[src/rtl/pht_bank_if.sv]
// Lookup/update/history bundle for pht_bank; master is the predictor side,
// slave is the table.
interface pht_bank_if #(
  parameter int unsigned INDEX_W = 6
);
  logic               lookup_vld;
  logic [INDEX_W-1:0] pc_idx;
  logic               rd_vld;
  logic [1:0]         rd_data;
  logic [INDEX_W-1:0] rd_idx;
  logic               pred_taken;
  logic               upd_vld;
  logic [INDEX_W-1:0] upd_idx;
  logic [1:0]         upd_data;
  logic               hist_vld;
  logic               hist_taken;
  logic               busy;

  modport master (
    output lookup_vld, pc_idx, upd_vld, upd_idx, upd_data, hist_vld, hist_taken,
    input  rd_vld, rd_data, rd_idx, pred_taken, busy
  );

  modport slave (
    input  lookup_vld, pc_idx, upd_vld, upd_idx, upd_data, hist_vld, hist_taken,
    output rd_vld, rd_data, rd_idx, pred_taken, busy
  );
endinterface

[src/rtl/pht_bank.sv]
// Pattern history table of 2-bit counters with a reset-time init sweep.
// Define PHT_GSHARE_EN to hash the lookup index with a global history register.
module pht_bank #(
  parameter int unsigned INDEX_W    = 6,
  parameter logic [1:0]  INIT_STATE = 2'b01
) (
  input logic        clk,
  input logic        reset,
  pht_bank_if.slave  bus
);

  localparam int unsigned DEPTH = 1 << INDEX_W;

  typedef enum logic {SWEEP, RUN} state_e;

  state_e             state_q, state_d;
  logic [INDEX_W-1:0] sweep_ptr_q, sweep_ptr_d;
  logic               rd_vld_q, rd_vld_d;
  logic [1:0]         rd_data_q, rd_data_d;
  logic [INDEX_W-1:0] rd_idx_q, rd_idx_d;
  logic [1:0]         table_q [DEPTH];

  logic               wr_en;
  logic [INDEX_W-1:0] wr_idx;
  logic [1:0]         wr_data;
  logic [INDEX_W-1:0] eff_idx;

`ifdef PHT_GSHARE_EN
  logic [INDEX_W-1:0] ghr_q, ghr_d;

  // Lookups use the pre-shift history; the shifted-out MSB is dropped.
  always_comb begin
    ghr_d = ghr_q;
    if (state_q == RUN && bus.hist_vld)
      ghr_d = {ghr_q[INDEX_W-2:0], bus.hist_taken};
  end

  always_ff @(posedge clk) begin
    if (reset) ghr_q <= '0;
    else       ghr_q <= ghr_d;
  end

  assign eff_idx = bus.pc_idx ^ ghr_q;
`else
  assign eff_idx = bus.pc_idx;
`endif

  always_comb begin
    state_d     = state_q;
    sweep_ptr_d = sweep_ptr_q;
    rd_vld_d    = 1'b0;
    rd_data_d   = rd_data_q;
    rd_idx_d    = rd_idx_q;
    wr_en       = 1'b0;
    wr_idx      = sweep_ptr_q;
    wr_data     = INIT_STATE;
    case (state_q)
      SWEEP: begin
        wr_en = 1'b1;
        if (sweep_ptr_q == '1) state_d     = RUN;
        else                   sweep_ptr_d = sweep_ptr_q + 1'b1;
      end
      RUN: begin
        wr_en   = bus.upd_vld;
        wr_idx  = bus.upd_idx;
        wr_data = bus.upd_data;
        if (bus.lookup_vld) begin
          rd_vld_d = 1'b1;
          rd_idx_d = eff_idx;
          // Write-first: a same-cycle update to the looked-up entry wins.
          if (bus.upd_vld && bus.upd_idx == eff_idx) rd_data_d = bus.upd_data;
          else                                       rd_data_d = table_q[eff_idx];
        end
      end
    endcase
  end

  always_ff @(posedge clk) begin
    if (reset) begin
      state_q     <= SWEEP;
      sweep_ptr_q <= '0;
      rd_vld_q    <= 1'b0;
      rd_data_q   <= INIT_STATE;
      rd_idx_q    <= '0;
    end else begin
      state_q     <= state_d;
      sweep_ptr_q <= sweep_ptr_d;
      rd_vld_q    <= rd_vld_d;
      rd_data_q   <= rd_data_d;
      rd_idx_q    <= rd_idx_d;
    end
  end

  // Table contents are left untouched while reset is held.
  always_ff @(posedge clk) begin
    if (!reset && wr_en) table_q[wr_idx] <= wr_data;
  end

  assign bus.rd_vld     = rd_vld_q;
  assign bus.rd_data    = rd_data_q;
  assign bus.rd_idx     = rd_idx_q;
  assign bus.pred_taken = rd_data_q[1];
  assign bus.busy       = (state_q == SWEEP);

endmodule

[src/flat_wrapper.sv]
// flat-port wrapper written by rule: the top's interface ports become plain ports
module pht_bank_flat 
#(
  parameter int unsigned INDEX_W    = 6,
  parameter logic [1:0]  INIT_STATE = 2'b01
)
  (clk, reset, bus_lookup_vld, bus_pc_idx, bus_upd_vld, bus_upd_idx, bus_upd_data, bus_hist_vld, bus_hist_taken, bus_rd_vld, bus_rd_data, bus_rd_idx, bus_pred_taken, bus_busy);
  pht_bank_if #(.INDEX_W(INDEX_W)) bus_i ();
  input logic clk;
  input logic reset;
  input wire logic [$bits(bus_i.lookup_vld)-1:0] bus_lookup_vld;
  input wire logic [$bits(bus_i.pc_idx)-1:0] bus_pc_idx;
  input wire logic [$bits(bus_i.upd_vld)-1:0] bus_upd_vld;
  input wire logic [$bits(bus_i.upd_idx)-1:0] bus_upd_idx;
  input wire logic [$bits(bus_i.upd_data)-1:0] bus_upd_data;
  input wire logic [$bits(bus_i.hist_vld)-1:0] bus_hist_vld;
  input wire logic [$bits(bus_i.hist_taken)-1:0] bus_hist_taken;
  output wire logic [$bits(bus_i.rd_vld)-1:0] bus_rd_vld;
  output wire logic [$bits(bus_i.rd_data)-1:0] bus_rd_data;
  output wire logic [$bits(bus_i.rd_idx)-1:0] bus_rd_idx;
  output wire logic [$bits(bus_i.pred_taken)-1:0] bus_pred_taken;
  output wire logic [$bits(bus_i.busy)-1:0] bus_busy;
  assign bus_i.lookup_vld = bus_lookup_vld;
  assign bus_i.pc_idx = bus_pc_idx;
  assign bus_i.upd_vld = bus_upd_vld;
  assign bus_i.upd_idx = bus_upd_idx;
  assign bus_i.upd_data = bus_upd_data;
  assign bus_i.hist_vld = bus_hist_vld;
  assign bus_i.hist_taken = bus_hist_taken;
  assign bus_rd_vld = bus_i.rd_vld;
  assign bus_rd_data = bus_i.rd_data;
  assign bus_rd_idx = bus_i.rd_idx;
  assign bus_pred_taken = bus_i.pred_taken;
  assign bus_busy = bus_i.busy;
  pht_bank #(.INDEX_W(INDEX_W), .INIT_STATE(INIT_STATE)) u_core (.clk(clk), .reset(reset), .bus(bus_i));
endmodule
[config.mk]
export PLATFORM = sky130hd
export DESIGN_NAME = pht_bank_flat
export DESIGN_NICKNAME = d
export VERILOG_FILES = /design/src/rtl/pht_bank_if.sv /design/src/rtl/pht_bank.sv /design/src/flat_wrapper.sv
export SDC_FILE = /design/constraint.sdc
export NUM_CORES = 1
export LEC_CHECK = 0
export BUFFER_PORTS_ARGS = -buffer_cell sky130_fd_sc_hd__buf_4
export CORE_UTILIZATION = 50
export CTS_CLUSTER_DIAMETER = 120
export DETAILED_ROUTE_END_ITERATION = 8
export GPL_TIMING_DRIVEN = 0
export PLACE_DENSITY = 0.67
export SYNTH_ARGS = -nofsm -noshare
export SYNTH_HDL_FRONTEND = slang
export SYNTH_SLANG_ARGS = --single-unit
[constraint.sdc]
create_clock -name clk -period 3.7 [get_ports clk]
set_input_delay 0.37 -clock clk [delete_from_list [all_inputs] [get_ports clk]]
set_output_delay 0.37 -clock clk [all_outputs]
set_load 0.05 [all_outputs]
### Word level (Yosys, flattened, before mapping)

Memory sizes are Yosys's and may differ from the RTL's. A register that Yosys moved wholly into a read port is not among the register bits.
Cells that the tools add are included.
W data, S select, Z words.

| cells by class | value |
|---|---|
| bitwise logic cells | 2 |
| reductions and logical operators | 5 |
| $add $sub $neg | 1 |
| multiplexer cells | 8 |
| equal/unequal tests | 1 |

Operators by type and width:

| cell | count |
|---|---|
| $add A6 B1 Y6 const B | 1 |
| $eq A6 B6 Y1 const B | 1 |
| $mux W6 | 1 |
| $mux W1 | 5 |
| $reduce_and A2 Y1 | 2 |
| $mux W2 | 1 |
| $not A1 Y1 | 2 |
| $pmux W1 S2 | 1 |
| $reduce_or A2 Y1 | 1 |
| $logic_and A1 B1 Y1 | 1 |
| $logic_not A1 Y1 | 1 |

| word-level totals | value |
|---|---|
| bits in writable memories | 128 |
| bits of input ports | 20 |
| memories kept | 1 |
| logic and storage cells | 22 |
| bits in registers | 14 |
| output and inout bits | 11 |

Memory list:

| name | depth | bits a word | rd ports | clocked after memory_dff | write ports | line | source |
|---|---|---|---|---|---|---|---|
| u_core.table_q | 64 | 2 | 1 | 1 | 1 | pht_bank.sv:21 | `logic [1:0] table_q [DEPTH];` |

### Depth between registers and ports, before layout

Gate-level depths: netlist of the first run.

| depth | value |
|---|---|
| depth after elaboration | 5 |
| gate-level depth with buffers | 8 |
| mapped depth without buffers | 6 |

### Worst setup path before layout of the first run

No wires, ideal clock.

| timing | value |
|---|---|
| kind | register -> register |
| start | register u_core.state_q |
| end | memory u_core.table_q[0][1] (data pin) |
| period minus slack after synthesis | 2.467 ns |
| buffers on the path | 3 |
| library setup time | 0.367 ns |
| data required time | 3.333 ns |
| slack | 1.233 ns |
| cell stages (with the launch flop) | 5 |
| arrival | 2.100 ns |
| path through | dfxtp_1 clkbuf_1 buf_2 clkbuf_1 and2_1 |

| on the way | value |
|---|---|
| word-level cells in the longest chain between the ends | 1 |

Ends and longest elaborated chain:

| element | line | source |
|---|---|---|
| start, declared | pht_bank.sv:16 | `state_e state_q, state_d;` |
| start signal, assigned | pht_bank.sv:86 | `state_q <= state_d;` |
| $mux W2 | pht_bank.sv:57 | `case (state_q)` |
| net u_core.wr_data[1] | pht_bank.sv:25 | `logic [1:0] wr_data;` |
| end, declared | pht_bank.sv:21 |  |

The timed path passes the listed nets, and every way through them passes these cells.

### Final worst setup path of the first run

| timing | value |
|---|---|
| start | register u_core.state_q |
| end | memory u_core.table_q[59][0], enable pin |

| on the way | value |
|---|---|
| word-level cells in the longest chain between the ends | 5 |
| elaborated cells between the ends (all ways) | 6 |
| those cells by class | mux: 4; bitwise: 1; reduce/logical: 1 |

Ends and longest elaborated chain:

| element | line | source |
|---|---|---|
| $not A1 Y1 | pht_bank.sv:57 |  |
| $pmux W1 S2 | pht_bank.sv:57 |  |
| $logic_and A1 B1 Y1 | pht_bank.sv:96 | `if (!reset && wr_en) table_q[wr_idx] <= wr_data;` |
| $mux W1 | pht_bank.sv:96 |  |
| $mux W1 (not written as such) | pht_bank.sv:96 |  |

Several ways; a longest one is shown, not always the timed one.

==> metrics.yaml, run 1 <==
cts-hold-fix-buffers: 0
fin_nets: 480
async_flop_share_pct: 0
whs_ns: 0.220
synth.area.top_cells: "sky130_fd_sc_hd__edfxtp_1 62%, sky130_fd_sc_hd__mux4_2 7.6%, sky130_fd_sc_hd__dfxtp_1 5.1%, sky130_fd_sc_hd__nor2_1 4.8%, sky130_fd_sc_hd__mux4_1 4.2%"
cts.root.buffer_cell: "sky130_fd_sc_hd__clkbuf_16"
cts-resized-gates: 0
wirelength_mm: 13.6
worst_skew_pair.late_latency_ns: 0.43
post_synthesis_mean_instance_area_um2: 15.0
p_int_mw: 2.90
postRouteAntennaNets: 0
antenna_found_initial: 0
track_usage_pct: 22.7
synth_flop_cell: "sky130_fd_sc_hd__edfxtp_1"
number_of_buffers_inserted_during_clock_tree_synthesis: 17
max_slew_headroom_at_the_worst_pin_pct: 47.5
initialDrtViolationCount: 299
port-buffer-count: 24
synthMuxAreaShare_pct: 15.7
netlist_area_mm2: 0.00622
criticalPathCategory: "reg2reg"
dp.final_hpwl_mm: 9.07
setup.worst_path.end_class: "register"
dp_cell_count: 608
number_of_levels_in_the_clock_h_tree: 4
die_area_mm2: 0.0129
synth_largest_area_cell: "sky130_fd_sc_hd__edfxtp_1"
mappedNetlistNets: 435
via_per_inst: 5.89
startpoint_type: "register"
post-route-drc-count: 0
routed-via-count: 3768
power_leakage_nw: 2.48
cts.clk_slew.worst_paths_ns: 0.06
critical_path_required_ns: 3.80
grt_max_degree: 45
post_synth_inst_count: 414
worst_clock_skew_ns: 0.0155
share_comb_of_total_power_pct: 4.6
antenna_cells_inserted: 0
synth_enable_flop_cells: 128
synth_top_area_share_pct: 61.8
die_w_um: 114
cts_num_sinks: 144
max_cap_viol: 0
period_minus_slack_ns: 2.80
setup_tns_ns: 0
worstReg2RegStart: "u_core.state_q$_SDFF_PP0_"
cts_setup_buffers: 0
filler_cell_count: 925
grt_first_pass_wirelength_mm: 20.8
synth_seq_cells: 144
initial_utilization_pct: 51.6
worstPathArrival_ns: 2.90
final_min_period_over_clock_period_pct: 75.6
peakVddDrop_uv: 287
share_seq_of_total_power_pct: 47.4
status: "finished clean"
grt_setup_unrepaired: "no"
cts_buffer_depth: 2
seq_area_frac_synth_pct: 66.9
coreArea_mm2: 0.0121
max_slew.worst_pin.slew_ns: 0.766
drive_gt1_share_pct: 21.4
post_layout_nonfiller_instances: 640
synth_fa_ha_area_share_pct: 0.201
wire_per_inst_um: 21.2
final_max_slew_viol_count: 0
cellPowerDensity_mw_per_mm2: 509
cp_max_fo: 10
crit_path_start: "u_core.state_q$_SDFF_PP0_"
number_of_global_route_vias_before_repair: 3749
hold_path_startpoint: "bus_pc_idx[5]"
hold_viol_final: 0
count_of_yosys_warnings_during_synthesis: 0
synth_top_family_by_area: "multiplexers"
drtPass1Iterations: 4
synth_area_in_simple_gates_pct: 9.21
p_clk_share_pct: 48.1
synth.distinct_cells: 48
synthXorXnorAreaFrac_pct: 1.27
die_h_um: 114
cts_tree: "yes"
design.portCount: 31
place_congestion: 0.800
area_growth_syn_to_layout_pct: 17.0
rows: 40
sw_frac_of_total_pct: 21.6
hold_class: "in2reg"
switching_power_uw: 799
finalSetupViolations: 0
timing.fmax_ghz: 0.357
synth_compound_gate_area_share_pct: 4.81
globalRoute.totalOverflow: 0
layout.core_utilization_pct: 60.3
sequential cells by signal, summed over array words and instances, names as in the netlist:
register	flops
u_core.bus.rd_data	2
u_core.bus.rd_idx	6
u_core.bus.rd_vld	1
u_core.state_q	1
u_core.sweep_ptr_q	6
u_core.table_q	128
metal layers:
layer  global-route usage, %  share of wire (%)  wire length, um
met1                    29.5                 43             5860
met2                    36.7                 49             6720
met3                    4.73                5.4              731
met4                    10.7                2.1              284
met5                       0                  0                0
cells in the mapped netlist (2+ instances only):
master,number
sky130_fd_sc_hd__o221ai_1,2
sky130_fd_sc_hd__o32ai_1,2
sky130_fd_sc_hd__a22oi_1,2
sky130_fd_sc_hd__a21oi_1,14
sky130_fd_sc_hd__dfxtp_1,16
sky130_fd_sc_hd__o22ai_1,3
sky130_fd_sc_hd__nand3_1,7
sky130_fd_sc_hd__mux2i_1,14
sky130_fd_sc_hd__a221oi_1,2
sky130_fd_sc_hd__edfxtp_1,128
sky130_fd_sc_hd__buf_2,7
sky130_fd_sc_hd__nand2_1,36
sky130_fd_sc_hd__nor2_1,79
sky130_fd_sc_hd__xor2_1,5
sky130_fd_sc_hd__xnor2_1,4
sky130_fd_sc_hd__o32a_1,2
sky130_fd_sc_hd__mux2_2,9
sky130_fd_sc_hd__inv_1,5
sky130_fd_sc_hd__nand4_1,2
sky130_fd_sc_hd__nand2b_1,3
sky130_fd_sc_hd__nor3b_1,2
sky130_fd_sc_hd__clkbuf_1,8
sky130_fd_sc_hd__and3_1,4
sky130_fd_sc_hd__and2_1,2
sky130_fd_sc_hd__mux4_2,21
sky130_fd_sc_hd__o2111ai_1,2
sky130_fd_sc_hd__o21ai_0,3
sky130_fd_sc_hd__mux4_1,10
layout make-up:
| type | count | area [um2] | share of cell area, % |
|---|---|---|---|
| Clock buffer | 17 | 425 | 5.85 |
| Clock inverter | 15 | 195 | 2.68 |
| Timing Repair Buffer | 26 | 220 | 3.03 |
| Buffer | 18 | 88.8 | 1.22 |
| Tap cell | 168 | 210 | 2.89 |
| Sequential cell | 144 | 4160 | 57.2 |
| Inverter | 7 | 26.3 | 0.361 |
| Multi-Input combinational cell | 245 | 1940 | 26.7 |
critical path, stage by stage (launching register included):
cell and delay (ns):
sky130_fd_sc_hd__dfxtp_1 0.31, sky130_fd_sc_hd__clkbuf_1 0.42, sky130_fd_sc_hd__buf_2 0.32, sky130_fd_sc_hd__clkbuf_1 0.41, sky130_fd_sc_hd__nand2_1 0.14, sky130_fd_sc_hd__o32ai_1 0.20, sky130_fd_sc_hd__nand2_1 0.34, sky130_fd_sc_hd__nor2_1 0.34
per-stage QoR:
stage | total power [mW] | instance area, um2 | setup WS (ns)
floorplan | 1.90 | 6220 | 1.23
global placement | 1.96 | 6610 | 0.186
detailed placement | 1.96 | 6650 | 0.917
CTS | 3.72 | 7270 | 0.908
global route | 3.80 | 7270 | 0.740
finish | 3.70 | 7270 | 0.901
cells in the final DEF, fill, tap and decap left out, types with 2 or more instances in the layout:
cell type	count
sky130_fd_sc_hd__xor2_1	5
sky130_fd_sc_hd__a22oi_1	2
sky130_fd_sc_hd__nor2_1	79
sky130_fd_sc_hd__clkbuf_16	17
sky130_fd_sc_hd__mux4_1	10
sky130_fd_sc_hd__inv_8	2
sky130_fd_sc_hd__mux2i_1	14
sky130_fd_sc_hd__clkinv_4	2
sky130_fd_sc_hd__inv_1	5
sky130_fd_sc_hd__mux4_2	21
sky130_fd_sc_hd__nor3b_1	2
sky130_fd_sc_hd__inv_6	6
sky130_fd_sc_hd__clkbuf_1	8
sky130_fd_sc_hd__a21oi_1	14
sky130_fd_sc_hd__edfxtp_1	128
sky130_fd_sc_hd__and3_1	4
sky130_fd_sc_hd__o221ai_1	2
sky130_fd_sc_hd__o32a_1	2
sky130_fd_sc_hd__a221oi_1	2
sky130_fd_sc_hd__buf_4	25
sky130_fd_sc_hd__mux2_2	9
sky130_fd_sc_hd__bufinv_16	3
sky130_fd_sc_hd__buf_2	7
sky130_fd_sc_hd__nand2_1	36
sky130_fd_sc_hd__xnor2_1	4
sky130_fd_sc_hd__nand3_1	7
sky130_fd_sc_hd__nand4_1	2
sky130_fd_sc_hd__o22ai_1	3
sky130_fd_sc_hd__o2111ai_1	2
sky130_fd_sc_hd__o32ai_1	2
sky130_fd_sc_hd__buf_12	2
sky130_fd_sc_hd__nand2b_1	2
sky130_fd_sc_hd__o21ai_0	3
sky130_fd_sc_hd__dfxtp_1	16
final timing paths:
kind / to / slack, ns / depth (start not counted)
setup / recovery: u_core.table_q[59][0]$_DFFE_PP_ / 0.90 / 7
hold / removal: u_core.bus.rd_idx[5]$_SDFFE_PP0P_ / 0.22 / 3
setup reg to reg: u_core.table_q[59][0]$_DFFE_PP_ / 0.90 / 7
hold reg to reg: u_core.bus.rd_idx[3]$_SDFFE_PP0P_ / 0.46 / 2
cells by family after synthesis:
family,Yosys count
multiplexers,54
flip-flops,144
XOR/XNOR,9
buffers and inverters,25
adder cells (fa/ha/maj),1
AO/OA/AOI/OAI,43
AND/OR/NAND/NOR,138
power by group through the flow:
stage | clock network, mW | registers [mW] | logic [mW]
after CTS | 1.80 | 1.75 | 0.169
after global placement | 0 | 1.79 | 0.168
after detailed placement | 0 | 1.79 | 0.168
final | 1.78 | 1.75 | 0.169
after global routing | 1.86 | 1.75 | 0.181
after floorplan | 0 | 1.79 | 0.114
(Power assumes the default switching activity.)
==> run 2, diff against run 1 <==
==> constraint.sdc (replaced) <==
create_clock -name clk -period 2.8 [get_ports clk]
set_input_delay 0.28 -clock clk [delete_from_list [all_inputs] [get_ports clk]]
set_output_delay 0.28 -clock clk [all_outputs]
set_load 0.05 [all_outputs]
==> run 2 against run 1 <==
Maximum frequency grew 5.8%. Clock skew grew 0.0043 ns. Sequential cell count is the same. Sequential power grew 33%. Via count is essentially flat. Non-clock buffer count shrank 1. Die area is the same. Sequential share of layout area is essentially flat. Power grew 32%. Critical path type unchanged. Largest cell class unchanged.
==> metrics.yaml, run 2 (synthesized netlist as in run 1, its figures left out) <==
wire_per_inst_um: 21.3
globalRoute.totalOverflow: 0
die_area_mm2: 0.0129
initial_utilization_pct: 51.6
dp.final_hpwl_mm: 9.07
critPathMostFrequentCell: "sky130_fd_sc_hd__nand2_1"
grt_first_pass_wirelength_mm: 20.8
setup.worst_path.end_class: "register"
most_frequent_cells_in_the_layout: "128 x sky130_fd_sc_hd__edfxtp_1, 79 x sky130_fd_sc_hd__nor2_1, 36 x sky130_fd_sc_hd__nand2_1"
startpoint_type: "register"
dpl_cell_area_mm2: 0.00665
worst_clock_skew_ns: 0.0197
cts.root.buffer_cell: "sky130_fd_sc_hd__clkbuf_16"
routed-via-count: 3767
flip_flop_count_of_the_largest_register_after_layout: 128
regMostFlops: "u_core.table_q"
layout.core_utilization_pct: 60.3
timing.critical_path.slowest_stage_cell: "sky130_fd_sc_hd__dfxtp_1"
worst_path_dominant_cell_family: "simple AND/OR/NAND/NOR gates"
antenna_found_initial: 0
max_slew_headroom_at_the_worst_pin_pct: 47.6
drtPass1Iterations: 5
grt_max_degree: 45
postRouteAntennaNets: 0
number_of_levels_in_the_clock_h_tree: 4
critPathBufInv: 2
drive_gt1_share_pct: 21.4
worstPathArrival_ns: 2.74
cts_buffer_depth: 2
max_slew.worst_pin.slew_ns: 0.764
die_h_um: 114
cts.clk_slew.worst_paths_ns: 0.06
max_cap_viol: 0
number_of_global_route_vias_before_repair: 3749
filler_cell_count: 925
place_congestion: 0.800
initialDrtViolationCount: 292
worst_skew_pair.late_latency_ns: 0.43
power_leakage_nw: 2.48
cellPowerDensity_mw_per_mm2: 674
cts_setup_buffers: 0
final_min_period_over_clock_period_pct: 94.5
post-route-drc-count: 0
cts_num_sinks: 144
number_of_buffers_inserted_during_clock_tree_synthesis: 17
design.portCount: 31
layout_commonest_cell: "sky130_fd_sc_hd__edfxtp_1"
status: "finished clean"
track_usage_pct: 22.7
peakVddDrop_uv: 380
timing.fmax_ghz: 0.378
antenna_cells_inserted: 0
final_max_slew_viol_count: 0
hold_viol_final: 0
area_of_the_multi_input_gates_mm2: 0.00194
sequential_cell_area_mm2: 0.00416
finalSetupViolations: 0
wirelength_mm: 13.6
criticalPathCategory: "reg2reg"
coreArea_mm2: 0.0121
cts_tree: "yes"
critical_path.cell_chain: "buf_2, clkbuf_1, nand2_1, o32ai_1, nand2_1, nor2_1"
finish.instance_area_mm2: 0.00727
power_mw: 4.90
cp_max_fo: 10
rows: 40
grt_setup_unrepaired: "no"
largest_incremental_delay_on_the_critical_path_ns: 0.59
port-buffer-count: 24
period_minus_slack_ns: 2.64
area_growth_syn_to_layout_pct: 16.9
fin_nets: 479
via_per_inst: 5.90
critical_path_required_ns: 2.90
die_w_um: 114
hold_class: "in2reg"
## run 2: layout make-up
class                           instances  share of cell area [%]
Sequential cell                       144                    57.3
Tap cell                              168                    2.89
Buffer                                 17                    1.17
Timing Repair Buffer                   26                    3.03
Inverter                                7                   0.361
Clock buffer                           17                    5.85
Multi-Input combinational cell        245                    26.7
Clock inverter                         15                    2.68
## run 2: metrics by stage
step | setup WS [ns] | hold slack (ns) | TNS, ns | cells
after floorplan | 0.333 | 0.416 | 0 | 414
after global placement | -0.714 | 0.442 | -79.20 | 606
after detailed placement | 0.0169 | 0.452 | 0 | 608
after CTS | 0.00841 | 0.108 | 0 | 640
after global routing | 0.00779 | 0.134 | 0 | 639
final | 0.155 | 0.131 | 0 | 639
## run 2: what timing repair did
item,4_1_cts,5_1_grt
resized for setup,0,0
hold buffers,0,0
setup endpoints to repair,0,56
## run 2: report_power, final
part | switching (mW) | internal [mW]
clock | 0.928 | 1.43
combinational | 0.126 | 0.0972
sequential | 0.00593 | 2.31
## run 2: path summary, 6_finish.rpt
path	start	to	slack [ns]	cells past startpoint
hold / removal	bus_pc_idx[5]	u_core.bus.rd_idx[5]$_SDFFE_PP0P_	0.13	3
setup reg to reg	u_core.state_q$_SDFF_PP0_	u_core.table_q[59][0]$_DFFE_PP_	0.16	6
hold reg to reg	u_core.bus.rd_idx[3]$_SDFFE_PP0P_	u_core.bus.rd_idx[3]$_SDFFE_PP0P_	0.46	2
setup / recovery	u_core.state_q$_SDFF_PP0_	u_core.table_q[59][0]$_DFFE_PP_	0.16	6
## run 2: tightest hold or removal path: cells and delay by family
family | cells | cell delay [ns]
compound gates | 1 | 0.05
buf+inv | 1 | 0.12
simple gates | 1 | 0.05
## run 2: layer usage
layer  wire length (um)  track usage (%)
met1               5910             29.5
met2               6690             36.7
met3                750             4.73
met4                248             10.7
met5                  0                0
